`src/rtl/maverickOne_pkg.sv`:
```
// Shared definitions for the maverickOne register-lock tracking logic.
//   NUM_REGS        : number of architectural registers (register 0 is hardwired zero)
//   NUM_OUTSTANDING : maximum number of launched instructions that may be in flight
//   blk_state_e     : state of the blocking-instruction tracker
package maverickOne_pkg;

    localparam int NUM_REGS        = 32;
    localparam int NUM_OUTSTANDING = 4;

    typedef enum logic {
        BLK_IDLE    = 1'b0,
        BLK_BLOCKED = 1'b1
    } blk_state_e;

endpackage

```
`src/rtl/reg_lock_cnt.sv`:
```
// Single per-register in-flight counter.
//   clk_i     : system clock
//   arst_ni   : asynchronous active-low reset
//   clear_i   : synchronous flush, overrides inc_i/dec_i
//   inc_i     : one more write to this register is in flight
//   dec_i     : one in-flight write to this register completed
//   nonzero_o : registered flag, count != 0
// The count saturates at both ends; inc and dec together leave it unchanged.
module reg_lock_cnt #(
    parameter int MAX_COUNT = maverickOne_pkg::NUM_OUTSTANDING,
    localparam int W = $clog2(MAX_COUNT + 1)
) (
    input  logic clk_i,
    input  logic arst_ni,
    input  logic clear_i,
    input  logic inc_i,
    input  logic dec_i,
    output logic nonzero_o
);

    logic [W-1:0] cnt_q;
    logic [W-1:0] cnt_d;
    logic         nonzero_q;

    // NOTE: every signal written in always_comb gets a default first, so no
    // path leaves it unassigned and no latch is inferred.
    always_comb begin
        cnt_d = cnt_q;
        if (clear_i) begin
            cnt_d = '0;
        end else if (inc_i && !dec_i && (cnt_q != W'(MAX_COUNT))) begin
            cnt_d = cnt_q + 1'b1;
        end else if (dec_i && !inc_i && (cnt_q != '0)) begin
            cnt_d = cnt_q - 1'b1;
        end
    end

    // NOTE: sequential state uses non-blocking assignments so every flop
    // samples the pre-edge values, independent of statement order.
    always_ff @(posedge clk_i or negedge arst_ni) begin
        if (!arst_ni) begin
            cnt_q     <= '0;
            nonzero_q <= 1'b0;
        end else begin
            cnt_q     <= cnt_d;
            nonzero_q <= (cnt_d != '0);
        end
    end

    assign nonzero_o = nonzero_q;

endmodule

```
`src/rtl/reg_lock_tracker.sv`:
```
// Tracks which destination registers have writes in flight and produces the
// lock vector the launcher uses to stall dependent instructions.
//   clk_i             : system clock
//   arst_ni           : asynchronous active-low reset
//   clear_i           : synchronous flush of all tracking (err_o is kept)
//   launch_valid_i    : an instruction is launched this cycle
//   launch_rd_i       : destination register of the launched instruction
//   launch_blocking_i : the launched instruction is blocking
//   wb_valid_i        : one write-back completes this cycle
//   wb_rd_i           : register completed by the write-back
//   blk_done_i        : the pending blocking instruction has retired
//   locks_o           : per-register lock vector
//   outstanding_o     : number of instructions in flight
//   full_o            : outstanding_o == NUM_OUTSTANDING
//   err_o             : sticky protocol-error flag, cleared only by reset
module reg_lock_tracker #(
    parameter int NUM_REGS        = maverickOne_pkg::NUM_REGS,
    parameter int NUM_OUTSTANDING = maverickOne_pkg::NUM_OUTSTANDING,
    localparam int RW = $clog2(NUM_REGS),
    localparam int OW = $clog2(NUM_OUTSTANDING + 1)
) (
    input  logic                clk_i,
    input  logic                arst_ni,
    input  logic                clear_i,
    input  logic                launch_valid_i,
    input  logic [RW-1:0]       launch_rd_i,
    input  logic                launch_blocking_i,
    input  logic                wb_valid_i,
    input  logic [RW-1:0]       wb_rd_i,
    input  logic                blk_done_i,
    output logic [NUM_REGS-1:0] locks_o,
    output logic [OW-1:0]       outstanding_o,
    output logic                full_o,
    output logic                err_o
);

    maverickOne_pkg::blk_state_e state_q;

    logic [OW-1:0]       outstanding_q;
    logic [OW-1:0]       outstanding_d;
    logic                full_q;
    logic                err_q;
    logic [NUM_REGS-1:0] nonzero;
    logic                wb_hit;
    logic                wb_acc;
    logic                launch_acc;
    logic                err_set;

    // Register 0 has no counter. A write-back to r0 is only checked against
    // the global count, since r0 launches are still real in-flight work.
    always_comb begin
        wb_hit        = 1'b0;
        wb_acc        = 1'b0;
        launch_acc    = 1'b0;
        err_set       = 1'b0;
        outstanding_d = outstanding_q;

        if (wb_rd_i == '0) begin
            wb_hit = (outstanding_q != '0);
        end else begin
            wb_hit = nonzero[wb_rd_i];
        end
        wb_acc = wb_valid_i && wb_hit;

        // A same-cycle accepted write-back frees a slot, so a launch while
        // full is legal in that cycle.
        launch_acc = launch_valid_i
                  && (state_q == maverickOne_pkg::BLK_IDLE)
                  && (!full_q || wb_acc);

        err_set = (launch_valid_i && !launch_acc)
               || (wb_valid_i && !wb_acc)
               || (blk_done_i && (state_q == maverickOne_pkg::BLK_IDLE));

        if (launch_acc && !wb_acc) begin
            outstanding_d = outstanding_q + 1'b1;
        end else if (wb_acc && !launch_acc) begin
            outstanding_d = outstanding_q - 1'b1;
        end
    end

    assign nonzero[0] = 1'b0;

    for (genvar r = 1; r < NUM_REGS; r++) begin : g_cnt
        reg_lock_cnt #(
            .MAX_COUNT (NUM_OUTSTANDING)
        ) u_cnt (
            .clk_i     (clk_i),
            .arst_ni   (arst_ni),
            .clear_i   (clear_i),
            .inc_i     (launch_acc && (launch_rd_i == RW'(r))),
            .dec_i     (wb_acc && (wb_rd_i == RW'(r))),
            .nonzero_o (nonzero[r])
        );
    end

    always_ff @(posedge clk_i or negedge arst_ni) begin
        if (!arst_ni) begin
            state_q       <= maverickOne_pkg::BLK_IDLE;
            outstanding_q <= '0;
            full_q        <= 1'b0;
            err_q         <= 1'b0;
        end else if (clear_i) begin
            state_q       <= maverickOne_pkg::BLK_IDLE;
            outstanding_q <= '0;
            full_q        <= 1'b0;
        end else begin
            outstanding_q <= outstanding_d;
            full_q        <= (outstanding_d == OW'(NUM_OUTSTANDING));
            if (err_set) begin
                err_q <= 1'b1;
            end
            case (state_q)
                maverickOne_pkg::BLK_IDLE: begin
                    if (launch_acc && launch_blocking_i) begin
                        state_q <= maverickOne_pkg::BLK_BLOCKED;
                    end
                end
                maverickOne_pkg::BLK_BLOCKED: begin
                    if (blk_done_i) begin
                        state_q <= maverickOne_pkg::BLK_IDLE;
                    end
                end
                default: state_q <= maverickOne_pkg::BLK_IDLE;
            endcase
        end
    end

    // While a blocking instruction is pending every register, r0 included,
    // is locked.
    assign locks_o       = nonzero | {NUM_REGS{state_q == maverickOne_pkg::BLK_BLOCKED}};
    assign outstanding_o = outstanding_q;
    assign full_o        = full_q;
    assign err_o         = err_q;

endmodule

```
`config.mk`:
```
export PLATFORM = sky130hd
export DESIGN_NAME = reg_lock_tracker
export DESIGN_NICKNAME = d
export VERILOG_FILES = /design/src/rtl/maverickOne_pkg.sv /design/src/rtl/reg_lock_cnt.sv /design/src/rtl/reg_lock_tracker.sv
export SDC_FILE = /design/constraint.sdc
export NUM_CORES = 1
export LEC_CHECK = 0
export ABC_AREA = 1
export CORE_ASPECT_RATIO = 0.8
export CORE_UTILIZATION = 60
export CTS_BUF_LIST = sky130_fd_sc_hd__clkbuf_8 sky130_fd_sc_hd__clkbuf_16
export DETAILED_ROUTE_END_ITERATION = 7
export HOLD_SLACK_MARGIN = 0.08
export PLACE_DENSITY = 0.85
export SLEW_MARGIN = 20
export SYNTH_ARGS = -nofsm -noshare
export SYNTH_HDL_FRONTEND = slang
export SYNTH_SLANG_ARGS = --single-unit
```
`constraint.sdc`:
```
create_clock -name clk_i -period 2.7 [get_ports clk_i]
set_input_delay 0.54 -clock clk_i [delete_from_list [all_inputs] [get_ports clk_i]]
set_output_delay 0.54 -clock clk_i [all_outputs]
set_load 0.005 [all_outputs]
```
==> impl_results.md <==
* Router iterations before antenna repair at 6
* Power, Total at 5.400 mW
* Final net count at 1712
* Crit path required time at 2160 ps
* Final WS setup at 74.68 ps
* Synthesized net count at 1621
* Top layer reached by signal wires: met4
* Crit path time final at 2625 ps
* Clock latency on the worst-skew pair at 430 ps
* Cell count after synthesis at 1508
* PD cells at 445.8 nW/um^2
* Crit. End Element: output port
* Post-DP HPWL at just over 20000 microns
* Leakage at 7.162 nW
* Initial antenna violation count at 0
* Overall routed net length at 27240 microns
* Met2 WL at 12870 microns
* Post-route antenna net violation count at 0
* Number of library cell types mapped by synthesis at 33
* Worst hold path class: flop to flop
* WL per Instance at around 15 microns
* Vias in the first global route at 9958
* Die Y at 119.2 microns
* Crit path DAT at 2090 ps
* Final TNS setup at 0 ps
* Root Driver: clkbuf_16
* Die Width at between 100 and 150 microns
* Total die area at 17710 sq um
* I/O Buffers at 53
* TritonCTS clock tree: built
* Worst Hold Depth at 1
* Vias per std cell at 5.505
* Startpoint types: flop
* First-iteration detailed-routing DRC count at 967
* ANT cells at 0
* Setup violations, final at 0
* Worst-Margin Slew at 439.3 ps
* Total CTS buffers at 17
* Clk slew on worst S/H paths at 60 ps
* Initial Utilization at 0.6187
* Most common cell after layout, fill and taps aside: nand2_1
* Number of maximum-capacitance violations at 0
* Core area at 16660 sq um
* Residual DRC at 0
* Routed via count at 10.09k
* Grt ovf at 0
* Most frequent cells in the layout: 401 x nand2_1, 307 x nand3_1, 279 x inv_1
* I/O pin count at 54
* H-tree Lvls at 4
* Rel. slew slack at 0.7053
* Final Cycle Share at 0.9723
* Layout cells sized above 1 at 0.1110
* Crit Path Max Fanout at 10
* Final Hold Viols at 0
* Final Wtd Congestion at 1.047
* Reg2Reg Depth at 20
* Worst VDD drop at 424.4 uV
* Mapped Avg Cell Area at between 6 and 7 sq um
* Dpl ws at -466.9 ps
* Met3 wire len at approximately 2200 microns
* Max Clock Freq at between 300 and 400 MHz
* RSZ-0062 raised after global routing: no
* FF+latch count, synth at between 100 and 150
* Critical path class: flop to output port
* Status: complete, no violations
* Layout area overhead at 17.52%
* Worst Skew at 5.765 ps
* FP Rows at 42
* CTS Buffer Depth at 2
* Largest net degree at the start of global routing at 60
* GRT Total Usage at 0.3277
* First-pass GRT wire length at 45800 microns
* Ys Warns at 0
* Met1 Wirelength at 11310 microns
* Slew Viols, Final at 0
* Seq/Total Area, Yosys at 0.3156
* Clk sinks at 130
* Post-Syn Area at 10310 sq um
[synthesized netlist by cell type]
cell type | instances | area [sq um]
clkinv_1 | 1 | 3.750
xor2_1 | 4 | 35.03
nor2_1 | 90 | 337.8
inv_1 | 278 | 1044
nor2_2 | 29 | 181.4
nand2_2 | 1 | 6.260
nand4_1 | 3 | 18.77
ha_1 | 96 | 1201
inv_2 | 7 | 26.28
nor3_1 | 14 | 70.07
or2_2 | 23 | 143.9
clkbuf_1 | 20 | 75.07
a21oi_1 | 28 | 140.1
nor2_4 | 1 | 11.26
buf_2 | 2 | 10.01
buf_6 | 1 | 11.26
o21ai_1 | 4 | 20.02
nand3_1 | 309 | 1546
buf_4 | 6 | 45.04
o21bai_1 | 1 | 7.510
or2_0 | 1 | 6.260
nand2_4 | 3 | 33.78
xnor2_1 | 3 | 26.28
nand2_1 | 402 | 1509
dfrtp_1 | 130 | 3253
buf_1 | 2 | 7.510
o22ai_1 | 1 | 6.260
nand3b_1 | 3 | 22.52
o21ai_0 | 20 | 100.1
nand3_2 | 5 | 50.05
nand2_8 | 1 | 20.02
nand3_4 | 17 | 297.8
buf_12 | 2 | 40.04
[where the power goes]
part / internal, mW / switching (mW)
sequential: 1.98 / 0.0367
clock: 1.73 / 0.888
combinational: 0.325 / 0.440
[flip-flops by register name, summed over array words and instances, names as in the netlist]
name / cells
outstanding_o: 3
g_cnt.u_cnt.nonzero_o: 31
full_o: 1
state_q: 1
g_cnt.u_cnt.cnt_q: 93
err_o: 1
[worst max-delay path, cell delays in order, from the launching register on]
cell and delay [ps]:
dfrtp_1 450, clkinv_1 420, nand2_1 260, clkdlybuf4s50_1 520
[cell families (layout without fill, tap and decap cells)]
kind of cell | Yosys count | after routing | synth area share
xor gates and xnor gates | 7 | 7 | 0.005948
and+or+nand+nor | 902 | 902 | 0.4128
adders and majority gates | 96 | 96 | 0.1165
buffers and inverters | 319 | 423 | 0.1225
DFF | 130 | 130 | 0.3156
AOI/OAI and AO/OA | 54 | 54 | 0.02658
[routing by layer]
layer / up-vias / track usage
li1: 4891 / -
met1: 4713 / 0.4125
met2: 399 / 0.5441
met3: 83 / 0.06973
met4: 0 / 0.1353
met5: - / 0
[metrics by stage]
| stage | util | cell area (sq um) | hold WS (ps) | cells |
|---|---|---|---|---|
| 4_1_cts | 0.7241 | 12060 | 491.2 | 1830 |
| 6_report | 0.7271 | 12110 | 486.6 | 1832 |
| 3_3_place_gp | 0.6836 | 11390 | 491.2 | 1797 |
| 2_1_floorplan | - | 10310 | 244.4 | 1508 |
| 3_5_place_dp | 0.6836 | 11390 | 461.8 | 1797 |
| 5_1_grt | 0.7271 | 12110 | 530.3 | 1832 |
[cell type report]
class / count / area [sq um]
multi-input cells: 1059 / 5829
fillers: 1280 / 4546
flip-flops and latches: 130 / 3253
inverters: 286 / 1074
repair buffers: 105 / 1018
clock buffers: 21 / 480.5
well taps: 220 / 275.3
clock inverters: 11 / 182.7
[path summary, 6_finish.rpt]
kind	end	start	slack (ps)
worst min-delay path	err_o$_DFFE_PN0P_	err_o$_DFFE_PN0P_	490
min in group asynchronous	g_cnt[29].u_cnt.nonzero_o$_DFF_PN0_	arst_ni	600
worst max register to register	g_cnt[16].u_cnt.nonzero_o$_DFF_PN0_	g_cnt[31].u_cnt.nonzero_o$_DFF_PN0_	320
worst max-delay path	locks_o[30]	state_q$_DFF_PN0_	70
worst min register to register	err_o$_DFFE_PN0P_	err_o$_DFFE_PN0P_	490
max in group asynchronous	g_cnt[9].u_cnt.cnt_q[1]$_DFF_PN0_	arst_ni	1370
[timing repair]
action | 4_1_cts | 5_1_grt
setup endpoints to repair | 4 | 96
setup buffers | 0 | 2
pin swaps | 0 | 1
resized for setup | 3 | 13
hold buffers | 1 | 0
hold endpoints to repair | 39 | 0
No activity file was read; power rests on OpenSTA's default activity.
